[config.mk]
export PLATFORM = sky130hd
export DESIGN_NAME = tcm_flash_sequencer
export DESIGN_NICKNAME = d
export VERILOG_FILES = /design/src/rtl/tcm_flash_sequencer.sv
export SDC_FILE = /design/constraint.sdc
export NUM_CORES = 1
export LEC_CHECK = 0
export BUFFER_PORTS_ARGS = -buffer_cell sky130_fd_sc_hd__buf_2
export CAP_MARGIN = 20
export CELL_PAD_IN_SITES_DETAIL_PLACEMENT = 0
export CELL_PAD_IN_SITES_GLOBAL_PLACEMENT = 1
export CORE_MARGIN = 1
export CORE_UTILIZATION = 36
export DETAILED_ROUTE_END_ITERATION = 12
export PLACE_DENSITY_LB_ADDON = 0.1
export SYNTH_ARGS = -nofsm -noshare
export SYNTH_HDL_FRONTEND = slang
export SYNTH_SLANG_ARGS = --single-unit
export TNS_END_PERCENT = 30
[constraint.sdc]
create_clock -name clk -period 2.4 [get_ports clk]
set_input_delay 0.24 -clock clk [delete_from_list [all_inputs] [get_ports clk]]
set_output_delay 0.24 -clock clk [all_outputs]
set_load 0.03 [all_outputs]
[src/rtl/tcm_flash_sequencer.sv]
// Avalon-MM slave to tri-state conduit sequencer for an 8-bit parallel flash.
// Each command runs SETUP -> WAIT -> HOLD with registered pad-side outputs.
module tcm_flash_sequencer #(
  parameter int unsigned SETUP_CYCLES = 2,
  parameter int unsigned WAIT_CYCLES  = 6,
  parameter int unsigned HOLD_CYCLES  = 2
) (
  input  logic        clk,
  input  logic        reset,
  input  logic [22:0] avs_address,
  input  logic        avs_read,
  input  logic        avs_write,
  input  logic [7:0]  avs_writedata,
  output logic        avs_waitrequest,
  output logic [7:0]  avs_readdata,
  output logic        avs_readdatavalid,
  output logic [22:0] tcm_address_out,
  output logic        tcm_read_n_out,
  output logic        tcm_write_n_out,
  output logic        tcm_chipselect_n_out,
  output logic [7:0]  tcm_data_out,
  output logic        tcm_data_outen,
  input  logic [7:0]  tcm_data_in
);

  localparam logic [1:0] ST_IDLE  = 2'd0;
  localparam logic [1:0] ST_SETUP = 2'd1;
  localparam logic [1:0] ST_WAIT  = 2'd2;
  localparam logic [1:0] ST_HOLD  = 2'd3;

  localparam logic [3:0] SETUP_LD = 4'(SETUP_CYCLES - 1);
  localparam logic [3:0] WAIT_LD  = 4'(WAIT_CYCLES - 1);
  localparam logic [3:0] HOLD_LD  = (HOLD_CYCLES == 0) ? 4'd0 : 4'(HOLD_CYCLES - 1);

  logic [1:0]  state_q, state_d;
  logic [3:0]  cnt_q, cnt_d;
  logic        wr_q, wr_d;
  logic [22:0] addr_q, addr_d;
  logic [7:0]  dout_q, dout_d;
  logic [7:0]  rdata_q, rdata_d;
  logic        rdv_q, rdv_d;
  logic        cs_n_q, cs_n_d;
  logic        rd_n_q, rd_n_d;
  logic        wr_n_q, wr_n_d;
  logic        outen_q, outen_d;

  always_comb begin
    state_d = state_q;
    cnt_d   = (cnt_q != '0) ? cnt_q - 4'd1 : cnt_q;
    wr_d    = wr_q;
    addr_d  = addr_q;
    dout_d  = dout_q;
    rdata_d = rdata_q;
    rdv_d   = 1'b0;
    case (state_q)
      ST_IDLE: begin
        if (avs_read || avs_write) begin
          state_d = ST_SETUP;
          cnt_d   = SETUP_LD;
          wr_d    = ~avs_read;
          addr_d  = avs_address;
          dout_d  = avs_writedata;
        end
      end
      ST_SETUP: begin
        if (cnt_q == '0) begin
          state_d = ST_WAIT;
          cnt_d   = WAIT_LD;
        end
      end
      ST_WAIT: begin
        if (cnt_q == '0) begin
          if (!wr_q) begin
            rdata_d = tcm_data_in;
            rdv_d   = 1'b1;
          end
          state_d = (HOLD_CYCLES == 0) ? ST_IDLE : ST_HOLD;
          cnt_d   = HOLD_LD;
        end
      end
      default: begin
        if (cnt_q == '0) state_d = ST_IDLE;
      end
    endcase
    // Pad controls are decoded from the next state so they change on the same edge as the FSM.
    cs_n_d  = (state_d == ST_IDLE);
    rd_n_d  = !((state_d == ST_WAIT) && !wr_d);
    wr_n_d  = !((state_d == ST_WAIT) && wr_d);
    outen_d = (state_d != ST_IDLE) && wr_d;
  end

  always_ff @(posedge clk or posedge reset) begin
    if (reset) begin
      state_q <= ST_IDLE;
      cnt_q   <= '0;
      wr_q    <= 1'b0;
      addr_q  <= '0;
      dout_q  <= '0;
      rdata_q <= '0;
      rdv_q   <= 1'b0;
      cs_n_q  <= 1'b1;
      rd_n_q  <= 1'b1;
      wr_n_q  <= 1'b1;
      outen_q <= 1'b0;
    end else begin
      state_q <= state_d;
      cnt_q   <= cnt_d;
      wr_q    <= wr_d;
      addr_q  <= addr_d;
      dout_q  <= dout_d;
      rdata_q <= rdata_d;
      rdv_q   <= rdv_d;
      cs_n_q  <= cs_n_d;
      rd_n_q  <= rd_n_d;
      wr_n_q  <= wr_n_d;
      outen_q <= outen_d;
    end
  end

  assign avs_waitrequest      = reset || (state_q != ST_IDLE);
  assign avs_readdata         = rdata_q;
  assign avs_readdatavalid    = rdv_q;
  assign tcm_address_out      = addr_q;
  assign tcm_read_n_out       = rd_n_q;
  assign tcm_write_n_out      = wr_n_q;
  assign tcm_chipselect_n_out = cs_n_q;
  assign tcm_data_out         = dout_q;
  assign tcm_data_outen       = outen_q;

endmodule

**Yosys cells after proc, flatten, opt, wreduce, memory -nomap -nowiden**

Index checks and enable logic that the tools add are counted.

- Add/sub/neg operators: 1
- Eq/ne operators: 3
- Reductions and logical operators: 16
- Multiplexer cells: 15
- Bitwise gates (word level): 2

Operators by type and width:

| operator | count |
|---|---|
| two-way mux 4 bit | 4 |
| case mux 4 bit (3 select lines) | 1 |
| two-way mux 2 bit | 4 |
| case mux 2 bit (3 select lines) | 1 |
| two-way mux 1 bit | 5 |
| == test 2 bit (second input constant) | 2 |
| zero test 2 bit | 2 |
| zero test 4 bit | 1 |
| nonzero test 2 bit | 2 |
| nonzero test 4 bit | 1 |
| subtractor 4 x 1 -> 4 bit (second input constant) | 1 |
| logical AND 1 bit | 3 |
| zero test 1 bit | 3 |
| AND reduction 3 bit | 1 |
| == test 2 x 1 -> 1 bit (second input constant) | 1 |
| logical OR 1 bit | 2 |
| inverter 1 bit | 2 |
| AND reduction 2 bit | 1 |

- Bits of input ports: 43
- Logic and storage cells: 48
- Flip-flop bits (word level): 51
- Output and inout bits: 45

**Logic depth before layout (Yosys ltp)**

- Depth in word-level cells: 6
- Mapped depth: 8
- Depth with buffers taken out: 8

**Worst setup path after synthesis**

No wires, ideal clock.

- Path kind: input-to-output
- Start point: in reset
- End point: out avs_waitrequest
- Data required time: 2.160 ns
- Path slack: 0.340 ns
- Stages: 2
- Data arrival time: 1.820 ns
- Path buffers: 0
- Path through: inv_1 nand2_1

- Longest elaborated chain between the ends: 1

RTL lines:

| item | line | RTL |
|---|---|---|
| start: declaration | 9 | `input logic reset,` |
| logical OR 1 bit | 120 | `assign avs_waitrequest = reset \|\| (state_q != ST_IDLE);` |
| end: declaration | 14 | `output logic avs_waitrequest,` |

Every way passes these cells.

**Worst setup path after layout**

- Start point: reg cnt_q[0]
- End point: reg rdata_q[0], in the netlist avs_readdata[0]

- Longest elaborated chain between the ends: 2

RTL lines:

| item | line | RTL |
|---|---|---|
| start: declaration | 36 | `logic [3:0] cnt_q, cnt_d;` |
| start signal: assignment | 107 | `cnt_q <= cnt_d;` |
| zero test 4 bit | 72 | `if (cnt_q == '0) begin` |
| AND reduction 3 bit (no line) | - |  |
| end signal: assignment | 111 | `rdata_q <= rdata_d;` |
| end: declaration | 40 | `logic [7:0] rdata_q, rdata_d;` |

Every way passes these cells.
A chain may end at the register's enable or synchronous reset.

==> impl_summary.log <==
INFO  metric timing.setup.critical_path_class = reg -> reg
INFO  metric final.fill_count = 496
INFO  metric post_cts.resized_instances = 0
INFO  metric final_period_minus_worst_setup_slack = 2.134 ns
INFO  metric die_area = 5992 um^2
INFO  metric initial_core_util = 37.17%
INFO  metric groute.layer.met1.usage = 18.19%
INFO  metric power.leakage = 1.291 nW
INFO  metric clk_transition_reported_paths = 0.09 ns
INFO  metric outcome = finished clean
INFO  metric place.port_buffers = 87
INFO  metric via_count = 1383
INFO  metric max_cap_viol_count = 0
INFO  metric die_x = 77.41 um
INFO  metric yosys_register_bits = 51
INFO  metric yosysTopAreaCellShare = 58.68%
INFO  metric rsz0062_at_grt = false
INFO  metric grt_pass1_vias = 1458
INFO  metric synth.yosys.warnings = 0
INFO  metric cpPeakStageDelay = 0.60 ns
INFO  metric number_of_buffers_created_by_cts = 5
INFO  metric synth.top_cells.by_area = dfrtp_1 59%, mux2_2 17%, mux2_4 5.9%
INFO  metric cts_tree = yes
INFO  metric cp-start-kind = flip-flop
INFO  metric finalSetupTns = 0 ns
INFO  metric holdCritPathClass = in -> reg
INFO  metric placed_cells = 294
INFO  metric post_cts.repair.setup_buffers = 0
INFO  metric min_period_over_period = 88.91%
INFO  metric synth_seq_area_share = 62.53%
INFO  metric report.final.setup_viol = 0
INFO  metric post_drt_wl_per_cell = 13.41 um
INFO  metric fmax = 468.6 MHz
INFO  metric drt-pass1-iter-count = 2
INFO  metric nets = 274
INFO  metric distinct_cell_type_count_of_the_synthesized_netlist = 28
INFO  metric cts_hold_buffers = 0
INFO  metric insertion_delay = 0.30 ns
INFO  metric power.ir.vdd_worst = 513.5 uV
INFO  metric worst-slew-pin-transition = 0.6325 ns
INFO  metric floorplan.rows = 27
INFO  metric timing_max_transition_violations_final = 0
INFO  metric drt_drc_violations_left = 0
INFO  metric groute.usage.overall = 14.62%
INFO  metric syn-instance-count = 139
INFO  metric pre_cts_slack = 0.2729 ns
INFO  metric grt_pass1_wl = 6.844 mm
INFO  metric detailed_place_hpwl = 3.003 mm
INFO  metric count_of_routing_violations_after_the_opening_detailed_route_iteration = 54
INFO  metric mappedNetlistArea = 2047 um^2
INFO  metric die_height = 77.41 um
INFO  metric clock-root-buffer = clkbuf_8
INFO  metric setup_slack = 0.2661 ns
INFO  metric ant_nets = 0
INFO  metric cts_max_level = 2
INFO  metric finalWeightedCongestion = 0.7253
INFO  metric worst_setup_path_end_kind = flip-flop
INFO  metric vias_per_cell = 4.579
INFO  metric cp.buffers_inverters = 2
INFO  metric grt_overflow = 0
INFO  metric syn-mean-instance-area = 14.73 um^2
INFO  metric grt_antenna_before_repair = 0
INFO  metric hold_viol_final = 0
INFO  metric critical-path-slowest-cell = or3_1
INFO  metric timing.clock.skew = 0.005153 ns
INFO  metric async_flop_share = 100.0%
INFO  metric layout.cells.most_common_list = 87 x buf_2, 48 x dfrtp_1, 31 x mux2_2
INFO  metric global_route.peak_usage_layer = met2
INFO  metric areaGrowthSynthToFinish = 29.40%
INFO  metric max-slew-margin-rel = 57.83%
INFO  metric numClockSinks = 51
INFO  metric routed_wirelength = 4.050 mm
INFO  metric layout-drive-gt1-share = 61.74%
INFO  metric cp_data_required_time = 2.58 ns
INFO  metric synth-edff-count = 0
INFO  metric synth_top_flop_cell = dfrtp_1
INFO  metric number_of_top_level_pins = 88
INFO  metric power_density = 1524 nW/um^2
INFO  metric worstPathMaxFanout = 9
INFO  metric clk_path_buf_depth = 2
INFO  metric crit_chain = inv_1, ha_1, nor3b_2, inv_2, or3_1, mux2_4
INFO  metric placeableCoreArea = 5507 um^2
INFO  metric antenna-diode-count = 0
INFO  metric mostFrequentLayoutCell = buf_2
INFO  metric fin_total_pwr = 4.035 mW
INFO  metric cpLargestDelayFamily = simple AND/OR/NAND/NOR gates
INFO  metric post-route-util = 48.10%
INFO  metric grt_use_met3 = 3.882%
INFO  metric synth_top_area_cell = dfrtp_1
INFO  metric syn-num-nets = 184
INFO  metric finish.cell_count_without_fillers = 302
INFO  metric gr_util_met2 = 24.69%
INFO  metric grt_max_degree = 52
INFO  metric critical_path_arrival = 2.32 ns
through the flow:
stage | hold WS [ns] | area, um^2
detailed placement | 0.4477 | 2564
finish | 0.1354 | 2649
CTS | 0.1191 | 2649
floorplan | 0.3267 | 2047
global placement | 0.4473 | 2564
global route | 0.1307 | 2649
worst reg2reg max path: stages (launching register included):
cell,delay (ns)
dfrtp_1,0.40
inv_1,0.07
ha_1,0.18
nor3b_2,0.29
inv_2,0.10
or3_1,0.60
mux2_4,0.38
sequential cells by signal, summed over array words and instances (netlist names):
signal                count
tcm_address_out          23
avs_readdata              8
tcm_data_out              8
cnt_q                     4
state_q                   2
avs_readdatavalid         1
tcm_chipselect_n_out      1
tcm_data_outen            1
tcm_read_n_out            1
tcm_write_n_out           1
wr_q                      1
kinds of logic (layout without fill, tap and decap cells):
family                   after synthesis  after routing  share of synthesized area, %
flip-flops                            51             51                         62.53
multiplexers                          39             39                         22.92
AND/OR/NAND/NOR                       21             21                         6.174
AO/OA/AOI/OAI                         12             12                         3.729
buffers and inverters                 12            103                         2.567
adder cells (fa/ha/maj)                2              2                         1.222
XOR/XNOR                               2              2                        0.8559
synth_stat cells, types with 2 or more instances:
cell type / count
a21oi_1: 5
buf_2: 3
clkbuf_1: 2
dfrtp_1: 48
dfstp_2: 3
ha_1: 2
inv_1: 5
mux2_2: 31
mux2_4: 8
nand2_1: 2
nand2b_1: 4
nor2_1: 6
nor2b_1: 2
nor3_1: 2
o21ai_0: 2
xnor2_1: 2
final timing paths:
check | startpoint | to | slack (ns) | cells after the start
max | cnt_q[0]$_DFF_PP0_ | avs_readdata[0]$_DFFE_PP0P_ | 0.27 | 6
min reg2reg | wr_q$_DFF_PP0_ | tcm_write_n_out$_DFF_PP1_ | 0.47 | 1
min | avs_read | wr_q$_DFF_PP0_ | 0.14 | 2
max in group asynchronous | reset | avs_readdata[0]$_DFFE_PP0P_ | 1.84 | 3
max reg2reg | cnt_q[0]$_DFF_PP0_ | avs_readdata[0]$_DFFE_PP0P_ | 0.27 | 6
min in group asynchronous | reset | cnt_q[3]$_DFF_PP0_ | 0.15 | 3
final cells by class:
class | count | area, um^2 | share of cell area (%)
multi-input cells | 76 | 720.7 | 27.21
flip-flops and latches | 51 | 1280 | 48.32
clock buffers | 6 | 72.57 | 2.740
clock inverters | 2 | 12.51 | 0.4724
repair buffers | 89 | 450.4 | 17.01
well taps | 72 | 90.09 | 3.401
inverters | 6 | 22.52 | 0.8503
per-layer routing:
metal	vias up	wire length [um]
li1	660	-
met1	671	1745
met2	47	1985
met3	5	274
met4	0	44
met5	-	0
power by group:
| group | internal (mW) | total (mW) | switching (mW) |
|---|---|---|---|
| registers | 1.30 | 1.55 | 0.250 |
| logic | 0.791 | 2.01 | 1.22 |
| clock network | 0.204 | 0.475 | 0.271 |
(Power assumes the default switching activity.)
